**src/rtl/switch_allocator.sv**
```systemverilog
// Wormhole switch allocator: per-output head-to-tail locks, round-robin arbitration
// between contending heads, and the crossbar dest/dest_en control vector.
module switch_allocator #(
   parameter int  PORTS = 2,
   localparam int DW    = $clog2(PORTS)
) (
   input  logic          clk,
   input  logic          rst,
   input  logic          req_valid [PORTS],
   input  logic [DW-1:0] req_dest  [PORTS],
   input  logic          req_head  [PORTS],
   input  logic          req_tail  [PORTS],
   input  logic          out_ready [PORTS],
   output logic          grant     [PORTS],
   output logic [DW-1:0] dest      [PORTS],
   output logic          dest_en   [PORTS],
   output logic          locked    [PORTS],
   output logic [DW-1:0] owner     [PORTS],
   output logic          err
);

   localparam int SW = DW + 1;

   typedef enum logic {S_IDLE, S_LOCKED} out_state_t;

   out_state_t    state    [PORTS];
   logic [DW-1:0] rr_ptr   [PORTS];
   logic [DW-1:0] owner_q  [PORTS];
   logic          out_gnt  [PORTS];
   logic [DW-1:0] out_win  [PORTS];
   logic          err_now;

   // Handshake: grant[i] is asserted in the same cycle input i presents a flit
   // that is transferred; upstream pops its buffer on grant, downstream sees
   // the flit because out_ready was high for the chosen output.
   always_comb begin
      logic          found;
      logic [SW-1:0] sum;
      logic [DW-1:0] idx;
      found   = 1'b0;
      sum     = '0;
      idx     = '0;
      err_now = 1'b0;
      for (int o = 0; o < PORTS; o++) begin
         out_gnt[o] = 1'b0;
         out_win[o] = '0;
         if (state[o] == S_LOCKED) begin
            out_win[o] = owner_q[o];
            for (int i = 0; i < PORTS; i++) begin
               if (owner_q[o] == DW'(i) && req_valid[i] && req_dest[i] == DW'(o) &&
                   !req_head[i] && out_ready[o])
                  out_gnt[o] = 1'b1;
            end
         end else begin
            found = 1'b0;
            // Scan from rr_ptr upward, wrapping by subtraction so any PORTS works
            for (int k = 0; k < PORTS; k++) begin
               sum = {1'b0, rr_ptr[o]} + SW'(k);
               if (sum >= SW'(PORTS)) sum = sum - SW'(PORTS);
               idx = sum[DW-1:0];
               if (!found && req_valid[idx] && req_head[idx] && req_dest[idx] == DW'(o)) begin
                  found      = 1'b1;
                  out_win[o] = idx;
               end
            end
            out_gnt[o] = found && out_ready[o];
         end
      end
      for (int i = 0; i < PORTS; i++) begin
         for (int o = 0; o < PORTS; o++) begin
            if (req_valid[i] && req_dest[i] == DW'(o)) begin
               if (!req_head[i] && (state[o] != S_LOCKED || owner_q[o] != DW'(i)))
                  err_now = 1'b1;
               if (req_head[i] && state[o] == S_LOCKED && owner_q[o] == DW'(i))
                  err_now = 1'b1;
            end
         end
      end
      for (int i = 0; i < PORTS; i++) begin
         grant[i] = 1'b0;
         for (int o = 0; o < PORTS; o++) begin
            if (out_gnt[o] && out_win[o] == DW'(i) && !rst) grant[i] = 1'b1;
         end
         dest[i]    = req_dest[i];
         dest_en[i] = grant[i];
      end
   end

   always_comb begin
      for (int o = 0; o < PORTS; o++) begin
         locked[o] = (state[o] == S_LOCKED);
         owner[o]  = owner_q[o];
      end
   end

   always_ff @(posedge clk) begin
      if (rst) begin
         err <= 1'b0;
         for (int o = 0; o < PORTS; o++) begin
            state[o]   <= S_IDLE;
            rr_ptr[o]  <= '0;
            owner_q[o] <= '0;
         end
      end else begin
         err <= err | err_now;
         for (int o = 0; o < PORTS; o++) begin
            if (out_gnt[o]) begin
               if (state[o] == S_IDLE) begin
                  if (out_win[o] == DW'(PORTS - 1)) rr_ptr[o] <= '0;
                  else                              rr_ptr[o] <= out_win[o] + 1'b1;
                  if (!req_tail[out_win[o]]) begin
                     state[o]   <= S_LOCKED;
                     owner_q[o] <= out_win[o];
                  end
               end else if (req_tail[out_win[o]]) begin
                  state[o] <= S_IDLE;
               end
            end
         end
      end
   end

endmodule
```
**config.mk**
```make
export PLATFORM = sky130hd
export DESIGN_NAME = switch_allocator
export DESIGN_NICKNAME = d
export VERILOG_FILES = /design/src/rtl/switch_allocator.sv
export SDC_FILE = /design/constraint.sdc
export NUM_CORES = 1
export LEC_CHECK = 0
export BUFFER_PORTS_ARGS = -buffer_cell sky130_fd_sc_hd__buf_2
export CAP_MARGIN = 10
export CORE_MARGIN = 4
export CORE_UTILIZATION = 41
export DETAILED_ROUTE_END_ITERATION = 10
export PLACE_DENSITY = 0.77
export RECOVER_POWER = 25
export SLEW_MARGIN = 10
export SYNTH_ARGS = -nofsm -noshare
export SYNTH_HDL_FRONTEND = slang
export SYNTH_SLANG_ARGS = --single-unit
```
**constraint.sdc**
```tcl
create_clock -name clk -period 2.3 [get_ports clk]
set_input_delay 0.115 -clock clk [delete_from_list [all_inputs] [get_ports clk]]
set_output_delay 0.115 -clock clk [all_outputs]
set_load 0.1 [all_outputs]
```
==> metrics.txt, run 1 <==
M2 GR Usage 0.2357; H-tree levels 1; die height 49.89 microns; Fillers 140; Ports 23; GR Overflow Total 0; register bit count reported by yosys 7; WL/cell 15.84 microns; multi-input logic area 504.2 sq um; Final HPWL DP 1.411 mm; Crit Path Max Fanout 6; post-synthesis average cell area 8.668 sq um; YS warnings 0; Critical Path AT 2.00 ns; CTS buffer count 3; minimum clock period 2.111 ns; WP depth 5; Final Power 0.4342 mW; Mapped Cells 83; # diodes 0; fmax 0.4736 GHz; register area about 190 sq um; Static Leak between 0.3 and 0.4 nW; First-pass DRT Iterations 4; status finished clean; Setup WS post-layout 0.1885 ns; Fin Clk Skew just under 0.004 ns; Initial Utilization 0.4563; synthesized area 719.4 sq um; Die X 49.89 microns; Worst VDD drop 0.3205 mV; residual DRC count 0; Critical Path Start Type flip-flop; Post-Syn Nets 95; CTS clock-pin slew for the worst setup and hold paths 0.06 ns; RSZ-0062 raised after global routing false; final WL 1.869 mm; Core Rows 14; cells on worst reg2reg path 4; top cell type by total area after synthesis edfxtp_1; worst min-delay path category in2reg; Top delay family on crit path compound AO/OA/AOI/OAI gates; Setup WS pre-CTS 0.3385 ns; root buf cell clkbuf_4; Post-synth top cells 8 x nand2_1, 6 x buf_4, 6 x o21ai_0; Power Dens Cells 500.0 nW/um^2; worst-path cell chain nor4bb_2 -> o31a_1 -> o2111ai_1 -> o21ai_4 -> clkbuf_4; vias after detailed routing 763; port buffer count 22; Crit Path Class reg2out; WHS 0.1790 ns; GP Congestion 0.8510; hold depth 3; final hold vios 0; final net count 115; number of DRC markers in iteration 0 30; area share of the largest cell type after synthesis 0.2087; EDFF count, synth 5; max-cap viol count 0; most used routing layer met2; Setup Viol. Count Final 0; # Post-CTS Setup Buffers 0; CTS tree built; Layout Utilization 0.5508; fin crit share 0.9180; Bufs and invs on worst path 1; GRT Overall Usage 0.1658; top cells by area, synth edfxtp_1 21%, buf_4 6.3%, dfxtp_1 5.6%; asr flop ratio synth 0; Global Route met3 Usage 0.04217; normalized max-slew margin 0.2273; Layout area overhead 20.70%; crit-path max cell delay 0.40 ns; worst-margin pin slew 1.164 ns; Skew-Pair Late Insertion Delay 0.26 ns; critical path's slowest cell edfxtp_1; die area roughly 2500 sq um; core footprint ~1600 sq um; largest net degree at the start of global routing 11; GR Util met1 0.2116; sequential-to-total area share from yosys stat 0.2643; Unique masters post-synth 40; wire length of the first global-routing pass approximately 3.1 mm; worst endpoint required time 2.18 ns; post-DR vias/cell 6.466; top_reg_cell synth edfxtp_1; most common cell in the netlist nand2_1; initial antenna violation count 0; Worst Setup End Kind output port; Clock Sink Count 7; fraction of layout cells with a size suffix above 1 0.3137; vias in the first global route 666; Slew Viols, Final 0; Max Buffers Root-to-Sink 2; number of routed nets with antenna violations 0
## path summary, 6_finish.rpt
path / from / end / slack, ns
max: rr_ptr[0] / dest_en[1] / 0.19
min: out_ready[0] / state[1] / 0.18
max reg2reg: rr_ptr[0] / state[0] / 0.49
min reg2reg: err / err / 0.48
## cells in the final DEF, fill, tap and decap left out, types with 2 or more instances in the layout
cell,n
buf_2,15
nand2_1,8
clkbuf_4,7
edfxtp_1,5
nand3_1,4
o21ai_0,4
clkbuf_1,4
inv_1,3
nand3b_1,3
nand2b_1,3
or2_2,3
a21oi_1,3
o31a_1,2
a211oi_1,2
o211ai_1,2
nor2_1,2
o21a_1,2
a311o_1,2
or3_1,2
mux2i_1,2
o2111ai_1,2
dfxtp_1,2
## area by class of cell
| class | instances | share of cell area |
|---|---|---|
| repair buffers | 22 | 0.1340 |
| multi-input cells | 66 | 0.5807 |
| flip-flops and latches | 7 | 0.2190 |
| clock buffers | 4 | 0.03026 |
| inverters | 3 | 0.01297 |
| well taps | 16 | 0.02305 |
## worst register-to-register path, cell delays in order, from the launching register on
cell      delay [ns]
edfxtp_1        0.40
nor4bb_2        0.34
o31a_1          0.33
o21ai_1         0.14
a311o_1         0.36
## logic make-up (layout without fill, tap and decap cells)
logic type	Yosys count	count (layout)	share of synthesized area
AO/OA/AOI/OAI	29	29	0.2991
flip-flops	7	7	0.2643
AND/OR/NAND/NOR	35	35	0.3253
buffers and inverters	10	29	0.08347
multiplexers	2	2	0.02783
## power breakdown
| part | switching (mW) | total [mW] | internal (mW) |
|---|---|---|---|
| logic | 0.122 | 0.162 | 0.0401 |
| clock network | 0.0534 | 0.120 | 0.0667 |
| registers | 0.00861 | 0.152 | 0.143 |
| total | 0.184 | 0.434 | 0.250 |
## registers in the layout, summed over array words and instances (netlist names)
name / flops
rr_ptr: 2
err: 1
owner_q: 2
state: 2
## metrics by stage
| stage | instance area, sq um | cells | setup TNS [ns] |
|---|---|---|---|
| after detailed placement | 834.6 | 114 | 0 |
| after CTS | 860.8 | 118 | 0 |
| after global placement | 834.6 | 114 | 0 |
| final | 868.3 | 118 | 0 |
| after global routing | 868.3 | 118 | 0 |
| after floorplan | 778.2 | 83 | -0.9664 |
## repair_timing
action / in CTS / in global routing
hold buffers: 0 / 0
gates resized for setup: 0 / 5
endpoints found under the setup margin: 0 / 4
## per-layer routing
metal | vias to the layer above | share of wire
met5 | - | 0
met4 | 0 | 0.032
met3 | 5 | 0.095
met2 | 43 | 0.43
met1 | 347 | 0.44
li1 | 368 | -
Note: power is estimated with default switching activity, not from simulation.
==> inputs of run 2 (changes only) <==
--- a/config.mk
+++ b/config.mk
@@ -7,10 +7,12 @@
 export LEC_CHECK = 0
 export BUFFER_PORTS_ARGS = -buffer_cell sky130_fd_sc_hd__buf_2
 export CAP_MARGIN = 10
+export CELL_PAD_IN_SITES_DETAIL_PLACEMENT = 0
+export CELL_PAD_IN_SITES_GLOBAL_PLACEMENT = 2
 export CORE_MARGIN = 4
-export CORE_UTILIZATION = 41
+export CORE_UTILIZATION = 28
 export DETAILED_ROUTE_END_ITERATION = 10
-export PLACE_DENSITY = 0.77
+export PLACE_DENSITY = 0.87
 export RECOVER_POWER = 25
 export SLEW_MARGIN = 10
 export SYNTH_ARGS = -nofsm -noshare
==> metrics.txt, run 2 (synthesized netlist as in run 1, its figures left out) <==
number of routed nets with antenna violations 0; RSZ-0062 raised after global routing false; vias in the first global route ~750; # diodes 0; largest net degree at the start of global routing 11; Setup Viol. Count Final 0; Worst Setup SP rr_ptr[0]; CTS buffer count 3; Core Rows 18; status finished clean; root buf cell clkbuf_4; Die X 58.69 microns; Ports 23; Final HPWL DP 1.637 mm; GR Overflow Total 0; port buffer count 22; core footprint 2455 sq um; worst endpoint required time 2.18 ns; Placed Area approximately 850 sq um; setup TNS 0 ns; wire length of the first global-routing pass 3.567 mm; Static Leak 0.3380 nW; biggest regs owner_q x2, rr_ptr x2, state x2; Crit Path Class reg2out; # Post-CTS Setup Buffers 0; Power Dens Cells 500.9 nW/um^2; residual DRC count 0; First-pass DRT Iterations 4; worst min-delay path category in2reg; Worst VDD drop 0.3011 mV; FF-to-FF Start rr_ptr[0]; fin area ~900 sq um; GP Congestion 0.8630; final net count 115; die height 58.69 microns; Critical Path Start Type flip-flop; Max Buffers Root-to-Sink 2; CTS tree built; die area 3445 sq um; CTS clock-pin slew for the worst setup and hold paths 0.06 ns; fin crit share 0.9226; Hold Path Origin out_ready[0]; Initial Utilization 0.2931; vias after detailed routing approximately 730; WHS 0.1798 ns; Critical Path AT 2.01 ns; Worst Setup End Kind output port; normalized max-slew margin 0.2253; Final Power 0.4406 mW; post-DR vias/cell about 5.5; Layout Utilization 0.3583; Skew-Pair Late Insertion Delay 0.27 ns; Crit Path Max Fanout 6; number of DRC markers in iteration 0 25; CTS Hold Buffers Added 0; H-tree levels 1; worst-margin pin slew about 1.2 ns; GRT Overall Usage 0.1359; commonest non-fill, non-tap cells in the layout 15 x buf_2, 8 x nand2_1, 5 x clkbuf_4, 5 x edfxtp_1; initial antenna violation count 0; most common cell after layout, fill and taps aside buf_2; fraction of layout cells with a size suffix above 1 0.3039; Fin Clk Skew 0.001124 ns; final WL between 2 and 2.5 mm; Clock Sink Count 7; fmax 0.4712 GHz; Layout area overhead 22.26%; WL/cell 15.76 microns; final hold vios 0; post-cts sizing count 0; minimum clock period 2.122 ns; max-cap viol count 0; Slew Viols, Final 0
## run 2: cell types whose count changed in the layout (fill, tap and decap cells not counted), sizes merged
cell	change
clkbuf	-2
buf	+2
## run 2: metrics by stage
step | cells | setup slack, ns
after floorplan | 83 | -0.5481
after global placement | 128 | 0.3621
after detailed placement | 128 | 0.3435
after CTS | 132 | 0.05374
after global routing | 132 | 0.03415
final | 132 | 0.1779
## run 2: cell type report
class,instances,area (sq um)
Sequential cell,7,190.2
Clock buffer,4,26.28
Inverter,3,11.26
Tap cell,30,37.54
Fill cell,277,1575
Timing Repair Buffer,22,116.4
Multi-Input combinational cell,66,498.0
## run 2: worst max-delay path: stages (launching register included)
cell       delay (ns)
edfxtp_1         0.40
nor4bb_2         0.35
o31a_1           0.33
o2111ai_1        0.21
o21ai_4          0.11
clkbuf_4         0.35
## run 2: layer usage
layer | global-route usage | wire length, microns | up-vias
li1 | - | - | 363
met1 | 0.1862 | 1001 | 349
met2 | 0.2041 | 935 | 14
met3 | 0.03728 | 117 | 2
met4 | 0.04854 | 25 | 0
met5 | 0 | 0 | -
## run 2: path summary, 6_finish.rpt
kind / end / cells after the start / slack, ns
max: grant[1] / 5 / 0.18
min: state[1] / 3 / 0.18
max reg2reg: state[0] / 4 / 0.52
min reg2reg: err / 1 / 0.48
## run 2: report_power, final
| part | switching (mW) | internal [mW] |
|---|---|---|
| clock | 0.0587 | 0.0671 |
| sequential | 0.00890 | 0.143 |
| combinational | 0.123 | 0.0398 |
